===== src/rtl/layer_sched.sv =====
// -----------------------------------------------------------------------------
// layer_sched -- layer sequencer for the ConvAcc EPU.
//
// On an accepted start_i the block walks a list of 4-word layer descriptors in
// param memory (layer L at word addresses 4L+0..3). For each layer it fetches
// the descriptor, presents the one-hot EPU mode and three config words, pulses
// epu_start_o (except for idle-mode layers) and waits for epu_fin_i. finish_o
// rises after the layer carrying the last flag, or after MAX_LAYERS layers
// with err_o set.
//
// Descriptor word 0: [1:0] mode (0 idle, 1 conv3x3, 2 conv1x1, 3 maxpool),
//                    [31] last-layer flag. Words 1..3 drive epu_cfg0..2.
//
// Optional feature macro: SCHED_WDOG_EN
//   defined   -> per-layer BUSY watchdog of WDOG_W bits; after WDOG_LIMIT BUSY
//                cycles without epu_fin_i the run aborts with err_o=1.
//   undefined -> BUSY waits indefinitely.
//
// Ports:
//   clk, rst        clock; synchronous active-high reset
//   start_i         run request, honoured only in IDLE/DONE
//   finish_o        run complete (level, held until next start or reset)
//   busy_o          high in every state except IDLE and DONE
//   err_o           sticky error (layer cap or watchdog)
//   layer_idx_o     index of the layer being processed
//   param_cs_o      param memory read enable
//   param_addr_o    param memory word address (0 when param_cs_o=0)
//   param_rdata_i   param read data, one cycle after param_cs_o
//   epu_mode_o      one-hot EPU mode
//   epu_cfg0..2_o   descriptor words 1..3
//   epu_start_o     one-cycle EPU launch pulse
//   epu_fin_i       EPU layer done (level or pulse), honoured only in BUSY
// -----------------------------------------------------------------------------

`ifndef IDLE_MODE
  `define IDLE_MODE 0
`endif
`ifndef CONV_3x3_MODE
  `define CONV_3x3_MODE 1
`endif
`ifndef CONV_1x1_MODE
  `define CONV_1x1_MODE 2
`endif
`ifndef MAX_POOL_MODE
  `define MAX_POOL_MODE 3
`endif

module layer_sched #(
  parameter int PARAM_AW   = 8,
  parameter int MAX_LAYERS = 16,
  parameter int WDOG_W     = 32,
  parameter int WDOG_LIMIT = 300000000
) (
  input  logic                          clk,
  input  logic                          rst,
  input  logic                          start_i,
  output logic                          finish_o,
  output logic                          busy_o,
  output logic                          err_o,
  output logic [$clog2(MAX_LAYERS)-1:0] layer_idx_o,
  output logic                          param_cs_o,
  output logic [PARAM_AW-1:0]           param_addr_o,
  input  logic [31:0]                   param_rdata_i,
  output logic [3:0]                    epu_mode_o,
  output logic [31:0]                   epu_cfg0_o,
  output logic [31:0]                   epu_cfg1_o,
  output logic [31:0]                   epu_cfg2_o,
  output logic                          epu_start_o,
  input  logic                          epu_fin_i
);

  localparam int LIDX_W = $clog2(MAX_LAYERS);

  typedef enum logic [2:0] {
    S_IDLE,
    S_FETCH,
    S_LAUNCH,
    S_BUSY,
    S_NEXT,
    S_DONE
  } state_e;

  state_e      state_q, state_d;
  logic [2:0]  fcnt_q;        // FETCH cycle 0..4 (reads in 0..3, data in 1..4)
  logic [1:0]  mode_q;        // staged descriptor fields
  logic        last_q;
  logic [31:0] w1_q, w2_q;
  logic        start_ok;
  logic        wdog_timeout;

  function automatic logic [3:0] mode_onehot(input logic [1:0] m);
    logic [3:0] oh;
    oh = '0;
    case (m)
      2'd0: oh[`IDLE_MODE]     = 1'b1;
      2'd1: oh[`CONV_3x3_MODE] = 1'b1;
      2'd2: oh[`CONV_1x1_MODE] = 1'b1;
      default: oh[`MAX_POOL_MODE] = 1'b1;
    endcase
    return oh;
  endfunction

  assign start_ok = start_i && (state_q == S_IDLE || state_q == S_DONE);

  // ---------------------------------------------------------------------------
  // Optional BUSY watchdog
  // ---------------------------------------------------------------------------
`ifdef SCHED_WDOG_EN
  logic [WDOG_W-1:0] wdog_q;

  // Cleared in LAUNCH so it reads 0 in the first BUSY cycle; the value in BUSY
  // is therefore the number of BUSY cycles already elapsed.
  always_ff @(posedge clk) begin
    if (rst) begin
      wdog_q <= '0;
    end else if (state_q == S_LAUNCH) begin
      wdog_q <= '0;
    end else if (state_q == S_BUSY) begin
      wdog_q <= wdog_q + 1'b1;
    end
  end

  assign wdog_timeout = (wdog_q == WDOG_W'(WDOG_LIMIT - 1));
`else
  // Watchdog compiled out: this constant-false term can never fire.
  assign wdog_timeout = (WDOG_W < 1) || (WDOG_LIMIT < 0);
`endif

  // ---------------------------------------------------------------------------
  // State register
  // ---------------------------------------------------------------------------
  // NOTE: sequential state uses non-blocking assignments so every register
  // samples pre-edge values regardless of process evaluation order.
  always_ff @(posedge clk) begin
    if (rst) state_q <= S_IDLE;
    else     state_q <= state_d;
  end

  // ---------------------------------------------------------------------------
  // Next-state and combinational outputs
  // ---------------------------------------------------------------------------
  // NOTE: every output of this block gets a default first; a path that left
  // one unassigned would infer a latch.
  always_comb begin
    state_d      = state_q;
    param_cs_o   = 1'b0;
    param_addr_o = '0;
    epu_start_o  = 1'b0;
    busy_o       = 1'b1;

    case (state_q)
      S_IDLE, S_DONE: begin
        busy_o = 1'b0;
        if (start_i) state_d = S_FETCH;
      end
      S_FETCH: begin
        if (fcnt_q < 3'd4) begin
          param_cs_o   = 1'b1;
          param_addr_o = PARAM_AW'({layer_idx_o, fcnt_q[1:0]});
        end
        if (fcnt_q == 3'd4) state_d = S_LAUNCH;
      end
      S_LAUNCH: begin
        if (mode_q == 2'd0) begin
          state_d = S_NEXT;          // idle layer: nothing to launch
        end else begin
          epu_start_o = 1'b1;
          state_d     = S_BUSY;
        end
      end
      S_BUSY: begin
        // A finish coinciding with the timeout counts as normal completion.
        if (epu_fin_i)         state_d = S_NEXT;
        else if (wdog_timeout) state_d = S_DONE;
      end
      S_NEXT: begin
        if (last_q || layer_idx_o == LIDX_W'(MAX_LAYERS - 1)) state_d = S_DONE;
        else                                                  state_d = S_FETCH;
      end
      default: begin
        state_d = S_IDLE;
      end
    endcase
  end

  // ---------------------------------------------------------------------------
  // Control registers and EPU-facing outputs
  // ---------------------------------------------------------------------------
  always_ff @(posedge clk) begin
    if (rst) begin
      fcnt_q      <= '0;
      layer_idx_o <= '0;
      finish_o    <= 1'b0;
      err_o       <= 1'b0;
      epu_mode_o  <= mode_onehot(2'd0);
      epu_cfg0_o  <= '0;
      epu_cfg1_o  <= '0;
      epu_cfg2_o  <= '0;
    end else begin
      fcnt_q <= (state_q == S_FETCH) ? fcnt_q + 3'd1 : 3'd0;

      if (start_ok) begin
        finish_o    <= 1'b0;
        err_o       <= 1'b0;
        layer_idx_o <= '0;
      end

      // Outputs change only on the edge into LAUNCH and then hold until the
      // next LAUNCH, even while the following descriptor is being staged.
      if (state_q == S_FETCH && fcnt_q == 3'd4) begin
        epu_mode_o <= mode_onehot(mode_q);
        epu_cfg0_o <= w1_q;
        epu_cfg1_o <= w2_q;
        epu_cfg2_o <= param_rdata_i;
      end

      if (state_q == S_BUSY && !epu_fin_i && wdog_timeout) begin
        err_o    <= 1'b1;
        finish_o <= 1'b1;
      end

      if (state_q == S_NEXT) begin
        if (last_q) begin
          finish_o <= 1'b1;
        end else if (layer_idx_o == LIDX_W'(MAX_LAYERS - 1)) begin
          err_o    <= 1'b1;
          finish_o <= 1'b1;
        end else begin
          layer_idx_o <= layer_idx_o + 1'b1;
        end
      end
    end
  end

  // ---------------------------------------------------------------------------
  // Descriptor staging (read data arrives one cycle after each request)
  // ---------------------------------------------------------------------------
  // NOTE: staging registers carry no reset; each is written in FETCH before
  // anything reads it, so reset would only cost routing.
  always_ff @(posedge clk) begin
    if (state_q == S_FETCH) begin
      case (fcnt_q)
        3'd1: begin
          mode_q <= param_rdata_i[1:0];
          last_q <= param_rdata_i[31];
        end
        3'd2:    w1_q <= param_rdata_i;
        3'd3:    w2_q <= param_rdata_i;
        default: ;
      endcase
    end
  end

endmodule


===== config.mk =====
export PLATFORM = sky130hd
export DESIGN_NAME = layer_sched
export DESIGN_NICKNAME = d
export VERILOG_FILES = /design/src/rtl/layer_sched.sv
export SDC_FILE = /design/constraint.sdc
export NUM_CORES = 1
export LEC_CHECK = 0
export CAP_MARGIN = 10
export CORE_MARGIN = 4
export CORE_UTILIZATION = 67
export DETAILED_ROUTE_END_ITERATION = 6
export DONT_BUFFER_PORTS = 1
export GPL_ROUTABILITY_DRIVEN = 0
export PLACE_DENSITY = 0.81
export SLEW_MARGIN = 5
export SYNTH_ARGS = -nofsm -noshare
export SYNTH_HDL_FRONTEND = slang
export SYNTH_SLANG_ARGS = --single-unit

===== constraint.sdc =====
create_clock -name clk -period 6.1 [get_ports clk]
set_clock_uncertainty 0.2 [all_clocks]
set_input_delay 0.305 -clock clk [delete_from_list [all_inputs] [get_ports clk]]
set_output_delay 0.305 -clock clk [all_outputs]
set_load 0.02 [all_outputs]

==> run_results.csv <==
group,metric,value,unit
detailed_routing,initialDrtViolationCount,287,
yosys,synth_top_family_by_area,"simple AND/OR/NAND/NOR gates",
setup_path,critPathKind,"reg2reg",
setup_path,cp_num_buf_inv,2,
clocking,cts_buffers,17,
sta,rsz0062_at_grt,"false",
die,floorplan.rows,35,
yosys,synth-simple-area-share,16.2,%
detailed_routing,wire_per_inst,17.3,um
global_route,antenna_found_initial,1,
clocking,numClockSinks,179,
sta,hold_viol,0,
flow_run,maxCapViolCount,0,
setup_path,start_kind,"flop",
die,die_x,105,um
detailed_routing,drc,0,
yosys,syn_avg_cell_area,10.5,sq um
detailed_routing,ant_nets,0,
global_route,grt_start_max_net_pins,114,
clocking,cts_tree,"built",
power,p_leak,2.33,nW
setup_path,cp_max_fo,65,
die,start_util,68.2,%
cells_and_area,drive_gt1_share,6.22,%
global_route,use_met3,6.61,%
run_status,status,"finished clean",
die,dieHeight,105,um
global_route,grt_pass1_wl,20.7,mm
yosys,synthTopCellsByArea,"dfxtp_1 (36%), edfxtp_1 (32%), nand2_1 (12%)",
yosys,yosys_warnings,0,
global_route,gr-total-overflow,0,
clocking,root_buffer,"clkbuf_8",
sta,clock.fmax,0.285,GHz
yosys,yosys-mux-area-fraction,0.159,%
die,ios,153,
yosys,syn-cell-area,6280,sq um
placement,dpl.hpwl,7.57,mm
global_route,grt.total_usage,23.6,%
detailed_routing,dr.pass1.iters,4,
setup_path,cp_cell_sequence,"or3b_1 > nor2_4 > buf_4 > nand2_1 > a21oi_1 > dlygate4sd3_1",
power,power,2.36,mW
cells_and_area,fin_nets,656,
detailed_routing,viasPerCell,5.72,
setup_path,startpoint,"state_q[0]",
sta,fin_crit_sh,57.4,%
die,core_area,9200,sq um
setup_path,end_kind,"flop",
clocking,clockBufferDepth,2,
global_route,grtUsageMet1,27.9,%
setup_path,crit_required,6.36,ns
yosys,synth-compound-area-share,10.0,%
global_route,grtUsageMet2,41.3,%
die,fp.dieArea,11000,sq um
setup_path,rr_startpoint,"state_q[0]",
sta,slew_viol_final,0,
placement,portBuffers,0,
sta,setup_violations,0,
detailed_routing,vias,4220,
yosys,synth_top_area_cell,"dfxtp_1",
yosys,postSynthCellCount,595,
yosys,yosysSeqAreaShare,67.8,%
yosys,synth-adder-area-share,1.20,%
cells_and_area,area_delta_synth_final,13.5,%
min_path,hp-class,"in2reg",
sta,post-route-min-period,3.50,ns
clocking,ctsResizeCount,0,
clocking,clk_pin_slew,0.08,ns
placement,pre_cts_ws,2.99,ns
setup_path,crit_slowest_cell,"buf_4",
clocking,clk_latency,0.51,ns
sta,tightest_slew,1.10,ns
min_path,hp-start,"start_i",
yosys,yosysUniqueCellTypes,39,
yosys,synth-seq-cells,179,
setup_path,cpPeakStageDelay,0.65,ns
cells_and_area,antenna_cells,0,
yosys,synth_xor_area_share,0.140,%
power,p_per_area,331,nW/um^2
sta,relSlewSlack,26.7,%
sta,fin_ws,2.60,ns
power,vdd_drop_max,0.187,mV
clocking,htree_levels,4,
global_route,grt_pass1_vias,4230,
setup_path,crit_arrival,3.76,ns
cells_and_area,fin_util,77.4,%
detailed_routing,routed_wl,12.8,mm
yosys,synth_top_area_share,35.7,%
setup_path,path_delay_family,"simple AND/OR/NAND/NOR gates",
sta,setup-tns-final,0,ns
global_route,grt.busiest_layer,"met2",
[worst register-to-register path: stages (launching register included)]
cell	delay, ns
dfxtp_1	0.58
or3b_1	0.54
nor2_4	0.64
buf_4	0.65
nand2_1	0.14
a21oi_1	0.14
dlygate4sd3_1	0.56
[Yosys cell counts]
| cell | instances |
|---|---|
| a311oi_1 | 2 |
| a2111oi_0 | 1 |
| nor3b_1 | 3 |
| and3_1 | 2 |
| ha_1 | 6 |
| nor2_1 | 7 |
| or2_2 | 1 |
| nor2_4 | 1 |
| or3b_1 | 1 |
| a22oi_1 | 2 |
| buf_2 | 9 |
| buf_6 | 12 |
| a21oi_1 | 106 |
| buf_4 | 3 |
| nor3_1 | 6 |
| nor2b_1 | 1 |
| conb_1 | 1 |
| xnor2_1 | 1 |
| a21o_1 | 1 |
| o21ai_0 | 4 |
| nor4bb_1 | 1 |
| nand4_1 | 1 |
| or2_4 | 1 |
| dfxtp_1 | 112 |
| nor4b_2 | 1 |
| and2_1 | 6 |
| a211o_1 | 1 |
| nand2_1 | 201 |
| nand3b_1 | 2 |
| nand3_1 | 5 |
| nand2b_1 | 2 |
| o21bai_1 | 1 |
| mux2i_1 | 1 |
| clkbuf_1 | 15 |
| inv_1 | 5 |
| edfxtp_1 | 67 |
| nand4b_1 | 1 |
| o31ai_1 | 1 |
| a31oi_1 | 1 |
[layer usage]
| layer | routed length [um] | share of wire (%) |
|---|---|---|
| met3 | 893 | 7.0 |
| met2 | 6610 | 52 |
| met5 | 13 | 0.10 |
| met1 | 5000 | 39 |
| met4 | 233 | 1.8 |
[flip-flops by register name, summed over array words and instances (netlist names), 2 cells and up]
register,cells
epu_cfg2_o,32
epu_mode_o,4
w1_q,32
state_q,3
mode_q,2
epu_cfg1_o,32
epu_cfg0_o,32
layer_idx_o,4
w2_q,32
fcnt_q,3
[where the power goes]
part | switching [mW] | total [mW] | internal [mW]
Combinational | 0.0525 | 0.0858 | 0.0333
Sequential | 0.0119 | 1.26 | 1.24
Clock | 0.480 | 1.01 | 0.535
Total | 0.544 | 2.36 | 1.81
[logic make-up (layout without fill, tap and decap cells)]
family | Yosys count | after routing
buffers and inverters | 44 | 75
DFF | 179 | 179
muxes | 1 | 1
adders and majority gates | 6 | 6
other | 1 | 2
AOI/OAI and AO/OA | 120 | 120
and+or+nand+nor | 243 | 243
xor gates and xnor gates | 1 | 1
[per-stage QoR]
stage | cell area [sq um] | hold slack (ns) | cells
final | 7120 | 0.0129 | 738
after global routing | 7120 | 0.0593 | 738
after CTS | 7120 | 0.00909 | 738
after detailed placement | 6170 | 0.186 | 669
after global placement | 6170 | 0.183 | 669
after floorplan | 6280 | 0.204 | 596
[what timing repair did]
item                                   4_1_cts  5_1_grt
hold buffers                                37        0
endpoints found under the hold margin      179        0
setup buffers                                0        0
[layout make-up]
| type | instances | area [sq um] |
|---|---|---|
| flip-flops and latches | 179 | 4250 |
| fillers | 597 | 2070 |
| multi-input cells | 373 | 1750 |
| clock buffers | 19 | 432 |
| repair buffers | 38 | 395 |
| well taps | 111 | 139 |
| clock inverters | 13 | 133 |
| inverters | 5 | 18.8 |
[cells in the final DEF (no fill, tap or decap), drive strengths merged, types with 2 or more instances in the layout]
cell,instances
conb,2
a22oi,2
nor3,6
ha,6
a311oi,2
nand3b,2
nand3,5
nor3b,3
buf,2
clkinv,5
or2,2
a21oi,106
dfxtp,112
o21ai,4
nor2,8
and2,6
clkbuf,19
edfxtp,67
inv,12
nand2b,2
nand2,201
dlygate4sd3,36
and3,2
[worst paths after layout]
| check | depth (start not counted) | slack (ns) | endpoint |
|---|---|---|---|
| max | 6 | 2.60 | epu_cfg2_o[5] |
| min | 4 | 0.01 | state_q[0] |
| max reg2reg | 6 | 2.60 | epu_cfg2_o[5] |
| min reg2reg | 2 | 0.30 | epu_cfg1_o[2] |
(Power assumes the default switching activity.)
